**src/rtl/regfile_pkg.sv**
```systemverilog
// regfile_pkg: shared state encoding and default parameter values for param_register_file.
`default_nettype none

package regfile_pkg;

  typedef enum logic [0:0] {
    CLEAR = 1'b0,
    READY = 1'b1
  } state_t;

  localparam int DEF_WIDTH     = 8;
  localparam int DEF_ADDR_W    = 4;
  localparam int DEF_CLEAR_VAL = 0;

endpackage

`default_nettype wire

```
**src/rtl/regfile_clear_seq.sv**
```systemverilog
// regfile_clear_seq: post-reset sweep sequencer; walks every address once, then raises ready.
`default_nettype none

module regfile_clear_seq
  import regfile_pkg::*;
#(
  parameter int ADDR_W = DEF_ADDR_W
) (
  input  logic              clk,
  input  logic              rst,
  output logic              o_clr_we,
  output logic [ADDR_W-1:0] o_clr_addr,
  output logic              o_ready
);

  state_t              r_state;
  state_t              w_state_nxt;
  logic [ADDR_W-1:0]   r_ptr;
  logic [ADDR_W-1:0]   w_ptr_nxt;
  logic                r_ready;
  logic                w_clr_we;

  always_ff @(posedge clk) begin
    if (rst) begin
      r_state <= CLEAR;
      r_ptr   <= '0;
      r_ready <= 1'b0;
    end else begin
      r_state <= w_state_nxt;
      r_ptr   <= w_ptr_nxt;
      r_ready <= (w_state_nxt == READY);
    end
  end

  always_comb begin
    w_state_nxt = r_state;
    w_ptr_nxt   = r_ptr;
    w_clr_we    = 1'b0;
    case (r_state)
      CLEAR: begin
        w_clr_we  = 1'b1;
        w_ptr_nxt = r_ptr + 1'b1;
        // Last entry is cleared on this edge; ready rises together with it.
        if (&r_ptr) w_state_nxt = READY;
      end
      READY: begin
        w_state_nxt = READY;
      end
      default: begin
        w_state_nxt = CLEAR;
      end
    endcase
  end

  // Reset must block the sweep write so a reset edge never touches the array.
  assign o_clr_we   = w_clr_we & ~rst;
  assign o_clr_addr = r_ptr;
  assign o_ready    = r_ready;

endmodule

`default_nettype wire

```
**src/rtl/param_register_file.sv**
```systemverilog
// param_register_file: WIDTH x 2**ADDR_W register file, 2 async reads, 1 sync write, post-reset clear.
// Optional macro REGFILE_BYPASS_EN enables same-cycle write-through forwarding to the read ports.
`default_nettype none

module param_register_file
  import regfile_pkg::*;
#(
  parameter int               WIDTH     = DEF_WIDTH,
  parameter int               ADDR_W    = DEF_ADDR_W,
  parameter logic [WIDTH-1:0] CLEAR_VAL = WIDTH'(DEF_CLEAR_VAL)
) (
  input  logic              clk,
  input  logic              rst,
  input  logic              we,
  input  logic [ADDR_W-1:0] sel_in,
  input  logic [WIDTH-1:0]  in,
  input  logic [ADDR_W-1:0] sel_o1,
  input  logic [ADDR_W-1:0] sel_o2,
  output logic [WIDTH-1:0]  o1,
  output logic [WIDTH-1:0]  o2,
  output logic              ready
);

  localparam int DEPTH = 1 << ADDR_W;

  logic [WIDTH-1:0]  r_mem [DEPTH];
  logic              w_clr_we;
  logic [ADDR_W-1:0] w_clr_addr;
  logic              w_ready;
  logic [WIDTH-1:0]  w_o1;
  logic [WIDTH-1:0]  w_o2;

  regfile_clear_seq #(
    .ADDR_W (ADDR_W)
  ) u_clear_seq (
    .clk        (clk),
    .rst        (rst),
    .o_clr_we   (w_clr_we),
    .o_clr_addr (w_clr_addr),
    .o_ready    (w_ready)
  );

  always_ff @(posedge clk) begin
    if (w_clr_we) begin
      r_mem[w_clr_addr] <= CLEAR_VAL;
    end else if (!rst && w_ready && we) begin
      r_mem[sel_in] <= in;
    end
  end

  always_comb begin
    w_o1 = r_mem[sel_o1];
    w_o2 = r_mem[sel_o2];
`ifdef REGFILE_BYPASS_EN
    if (w_ready && we && (sel_o1 == sel_in)) w_o1 = in;
    if (w_ready && we && (sel_o2 == sel_in)) w_o2 = in;
`endif
    // Uncleared entries must never leak out while the sweep is running.
    if (!w_ready) begin
      w_o1 = CLEAR_VAL;
      w_o2 = CLEAR_VAL;
    end
  end

  assign o1    = w_o1;
  assign o2    = w_o2;
  assign ready = w_ready;

endmodule

`default_nettype wire

```
**config.mk**
```make
export PLATFORM = sky130hd
export DESIGN_NAME = param_register_file
export DESIGN_NICKNAME = d
export VERILOG_FILES = /design/src/rtl/regfile_pkg.sv /design/src/rtl/regfile_clear_seq.sv /design/src/rtl/param_register_file.sv
export SDC_FILE = /design/constraint.sdc
export NUM_CORES = 1
export LEC_CHECK = 0
export CORE_MARGIN = 2
export CORE_UTILIZATION = 47
export DETAILED_ROUTE_END_ITERATION = 12
export GPL_TIMING_DRIVEN = 0
export PLACE_DENSITY = 0.65
export SLEW_MARGIN = 15
export SYNTH_ARGS = -nofsm -noshare
export SYNTH_HDL_FRONTEND = slang
export SYNTH_HIERARCHICAL = 1
export SYNTH_SLANG_ARGS = --single-unit
```
**constraint.sdc**
```tcl
create_clock -name clk -period 4.35 [get_ports clk]
set_input_delay 0.87 -clock clk [delete_from_list [all_inputs] [get_ports clk]]
set_output_delay 0.87 -clock clk [all_outputs]
set_load 0.02 [all_outputs]
```
### Word-level counts from Yosys, hierarchy flattened

Memories as Yosys holds them, arrays and structs flattened.
Index checks and enable logic that the tools add are counted.

| storage, ports and cells | value |
|---|---|
| register bits | 5 |
| bits in writable memories | 128 |
| bits of input ports | 23 |
| output and inout port bits | 17 |
| logic and storage cells | 25 |
| memories kept | 1 |

| operators by class | value |
|---|---|
| add/subtract/negate cells | 1 |
| multiplexer cells | 13 |
| bitwise logic cells | 3 |
| reductions and logical operators | 5 |

Memories:

| name | depth | width | read ports | clocked after Yosys merged registers in | write ports | RTL line | source |
|---|---|---|---|---|---|---|---|
| r_mem | 16 | 8 | 2 | 0 | 1 | param_register_file.sv:26 | `logic [WIDTH-1:0] r_mem [DEPTH];` |

Operators by type and width:

| cell | count |
|---|---|
| 2-to-1 mux 8 bit | 3 |
| 2-to-1 mux 1 bit | 8 |
| OR reduction 8 bit | 1 |
| adder 4 x 1 -> 4 bit (second input constant) | 1 |
| 2-to-1 mux 4 bit | 1 |
| AND reduction 4 bit | 1 |
| logical AND 1 bit | 2 |
| NOT 1 bit | 2 |
| one-hot mux 1 bit (2 select lines) | 1 |
| bitwise AND 1 bit | 1 |
| logical NOT 1 bit | 1 |

### Logic depth before layout (Yosys ltp)

| logic depth | value |
|---|---|
| depth in word-level cells | 8 |
| mapped depth | 7 |
| depth with buffers taken out | 5 |

### Modules after synthesis

The synthesis kept the hierarchy.

Modules (own cells, without submodules):

| module | instances | cells an instance | area an instance (um2) | seq. area each (um2) |
|---|---|---|---|---|
| param_register_file | 1 | 397 | 6336.1 | 3843.7 |
| regfile_clear_seq | 1 | 19 | 192.7 | 100.1 |

### Least setup slack after synthesis

OpenSTA, ideal clock, no wires.

| timing | value |
|---|---|
| kind | input -> output |
| start point | input port sel_o1[0] |
| end point | output port o1[2] |
| arrival time | 2.098 ns |
| required time | 3.480 ns |
| path slack | 1.382 ns |
| stages | 6 |
| buffers on the path | 3 |
| path through | buf_6 buf_6 buf_6 mux2i_1 a22o_1 o31ai_1 |

| between the ends | value |
|---|---|
| longest elaborated chain between the ends | 2 |

RTL lines:

| item | RTL line | source |
|---|---|---|
| start, declared | param_register_file.sv:17 | `input logic [ADDR_W-1:0] sel_o1,` |
| memory read (16 x 8 bit) | n/a |  |
| 2-to-1 mux 8 bit | param_register_file.sv:59 | `if (!w_ready) begin` |
| end, declared | param_register_file.sv:19 | `output logic [WIDTH-1:0] o1,` |

Every way passes these cells.

### Worst setup path in the final report

| timing | value |
|---|---|
| start point | input port sel_o1[2] |
| end point | output port o1[5] |

Same word-level chain as after synthesis.

==> results.md <==
* Clock buffer count from CTS at 17
* Critical path class: in -> out
* Via count normalized by instance count at ~6.1
* Critical Path Fanout Max at 10
* # resized after CTS at 0
* Achievable clock frequency at 256.9 MHz
* Starting DRT DRC Count at 476
* Part of the power in the clock network at a little over two fifths
* Cell chain of the critical path: buf_2, and2_1, clkbuf_1, a22oi_1, nand3_1, o21ai_0, clkdlybuf4s50_1
* Pwr Total at 2812 uW
* Synth warnings at 6
* Run status: finished, final reports clean
* Crit path launch type: input port
* Final count of hold timing violations at 0
* Maxcap violations at 0
* Number of global-route vias before repair at 4095
* Final layout net count at around 490
* Cell count after placement at roughly 630
* Leakage at approximately 0.0028 uW
* Weighted congestion at the end of routability-driven global placement at 0.8658
* Die outline height at roughly 120 um
* Diode insertion count for antenna repair at 0
* Mapped Nets at 440
* Most common cell after layout, fill and taps aside: sky130_fd_sc_hd__edfxtp_1
* DP Worst Slack at just under 0.5 ns
* Data arrival, critical path at around 3 ns
* Final setup skew at 0.005242 ns
* Setup ws final at 0.4570 ns
* Net switching fraction of the power at 21.73%
* Busiest grt layer: met2
* DP HPWL at between 10 and 15 mm
* Count of pins over their slew limit at 0
* Internal Dissipation at 2201 uW
* Synth Instances at 416
* Clock transition time at the flip-flop clock pins of the worst setup and hold paths at around 0.05 ns
* Fraction of met1 tracks used by global routing at 31.28%
* Worst skew pair latency at 0.43 ns
* Post-route ant nets at 0
* Register share of total power at 50.2%
* Global-route wire length before repair at 24.29 mm
* Total standard cell area after synthesis at 6529 um^2
* Worst-margin pin slew at 1.045 ns
* Number of antenna violations at the first check in global routing at 0
* Fraction of final layout cells sized beyond drive strength 1 at 14.37%
* Placeable core area at 13720 um^2
* Synth Flop Type: sky130_fd_sc_hd__edfxtp_1
* CTS tree: yes
* Total die area at 14850 um^2
* Area growth from synthesis to final layout at 15.93%
* Met3 global-route usage at about 5.5%
* Final cell area excluding filler cells at 7569 um^2
* Commonest non-fill, non-tap cells in the layout: sky130_fd_sc_hd__edfxtp_1, sky130_fd_sc_hd__mux2i_1, sky130_fd_sc_hd__a22oi_1, sky130_fd_sc_hd__clkdlybuf4s50_1, sky130_fd_sc_hd__nor2_1
* EDFF count, synth at ~130
* Sequential-to-total area share from yosys stat at between 60 and 70%
* Starting Density at 47.59%
* Tightest Hold Check Type: reg -> reg
* Total via count after detailed routing at 4041
* Net switching power at 611.0 uW
* Logic pwr share at 6.9%
* Count of input and output buffers at 33
* CTS root buf: sky130_fd_sc_hd__clkbuf_16
* Final setup fails at 0
* Number of top-level pins at 40
* Power per standard cell area at 371.5 nW/um^2
* Total number of clock tree sinks at 133
* Share of synthesized registers carrying an async set or reset at 0%
* Data required time at the worst endpoint at 3.48 ns
* Pin count of the biggest net entering global routing at 17
* Fin crit period at 3.893 ns
* Unique masters post-synth at 38
* Launching point of the worst reg2reg path: u_clear_seq/o_ready
* Headroom to the max-slew limit at a little under a third
* Number of post-CTS setup repair buffers at 0
* Mean instance size in the synthesized netlist at ~16 um^2
* Number of buffers added to fix hold violations after cts at 0
* Top delay family on crit path: buffers and inverters
* Cell Count, Final, Fillers Out at 660
* Deepest level of the CTS H-tree at 4
* Buffer and inverter count on the worst path at 3
* Routed wirelength normalized by instance count at 24.63 um
* Critical path startpoint: sel_o1[2]
* Row cnt at 43
* TNS Setup at 0 ns
* Number of detailed-routing iterations run before antenna repair at 5
* Global routing usage on met2 at 37.71%
* Overflow left after global routing at 0
* Hold path start: u_clear_seq/o_clr_addr[1]
* Residual DRC count at 0
* Library cell contributing the largest single delay on the critical path: sky130_fd_sc_hd__clkdlybuf4s50_1
* Register bit total from synthesis at 133
* Cell area reported after detailed placement at 7084 um^2
* DRT Wirelength at around 16 mm
* Die X-Extent at 121.9 um
* Tcrit/Tclk final at about nine tenths
* Setup repair after global routing missed its margin: false
* Worst stage delay on the critical path at 0.59 ns
* Clock Path Buffers at 2
* GRT Total Usage at roughly a quarter
* Endpoint kind of the worst setup timing path: output pin
* Highest ir drop seen on vdd at roughly 200 uV
[power by group through the flow]
stage	Combinational (uW)	Sequential, uW	Clock (uW)
after floorplan	132	1430	0
after global routing	208	1410	1270
after detailed placement	195	1440	0
after global placement	193	1440	0
final	195	1410	1200
after CTS	196	1410	1210
[layout make-up]
class / count / area (um^2)
Sequential cell: 133 / 3944
Timing Repair Buffer: 33 / 330.3
Clock inverter: 8 / 36.28
Multi-Input combinational cell: 255 / 2375
Inverter: 3 / 11.26
Clock buffer: 23 / 447.9
Fill cell: 1163 / 6151
Tap cell: 180 / 225.2
Buffer: 25 / 198.9
[layer usage]
metal | wire (um) | vias up | share of wire (%)
li1 | - | 1800 | -
met1 | 6895 | 2060 | 42
met2 | 8044 | 157 | 49
met3 | 1019 | 24 | 6.3
met4 | 294 | 0 | 1.8
met5 | 0 | - | 0
[stage by stage]
stage / hold WS, ns / utilization (%)
6_report: 0.6099 / 55.17
5_1_grt: 0.6674 / 55.17
4_1_cts: 0.6143 / 55.17
3_5_place_dp: 0.5982 / 51.64
3_3_place_gp: 0.5824 / 51.64
2_1_floorplan: 0.5440 / -
[Yosys cell counts, drive strengths merged, types with 5 or more instances]
cell    count  area (um^2)
nor2b       7        43.79
a31oi       6        37.54
buf        22        187.7
o211ai      7        52.55
mux4       33        777.0
o21ai       6        30.02
mux2i      69        690.7
and2       11        68.82
a22oi      34        255.2
edfxtp    128         3844
nand2      19        71.32
nand3      13        65.06
dfxtp       5        100.1
nor2       26        97.59
[tightest hold or removal path: cells and delay by family (launching register included)]
family | cells | cell delay (ns)
DFF | 1 | 0.36
muxes | 1 | 0.15
and+or+nand+nor | 1 | 0.05
[state kept, by name, summed over array words and instances, names as in the netlist]
name and flops:
u_clear_seq/o_ready 1, r_mem 128, u_clear_seq/o_clr_addr 4
[worst paths after layout]
| path | endpoint | slack, ns | cells after the start |
|---|---|---|---|
| worst max-delay path | o1[5] | 0.46 | 7 |
| worst min-delay path | u_clear_seq/o_clr_addr[1] | 0.61 | 2 |
| worst max register to register | r_mem[2][1] | 1.43 | 5 |
| worst min register to register | u_clear_seq/o_clr_addr[1] | 0.61 | 2 |
[cells by family (layout without fill, tap and decap cells)]
family,Yosys count,in the layout,share of synthesized area (%)
compound gates,61,61,6.631
xor+xnor,3,3,0.4025
fa+ha+maj,1,1,0.1916
buf+inv,28,92,3.220
flops,133,133,60.41
mux,102,102,22.48
simple gates,88,88,6.669
No activity file was read; power rests on OpenSTA's default activity.
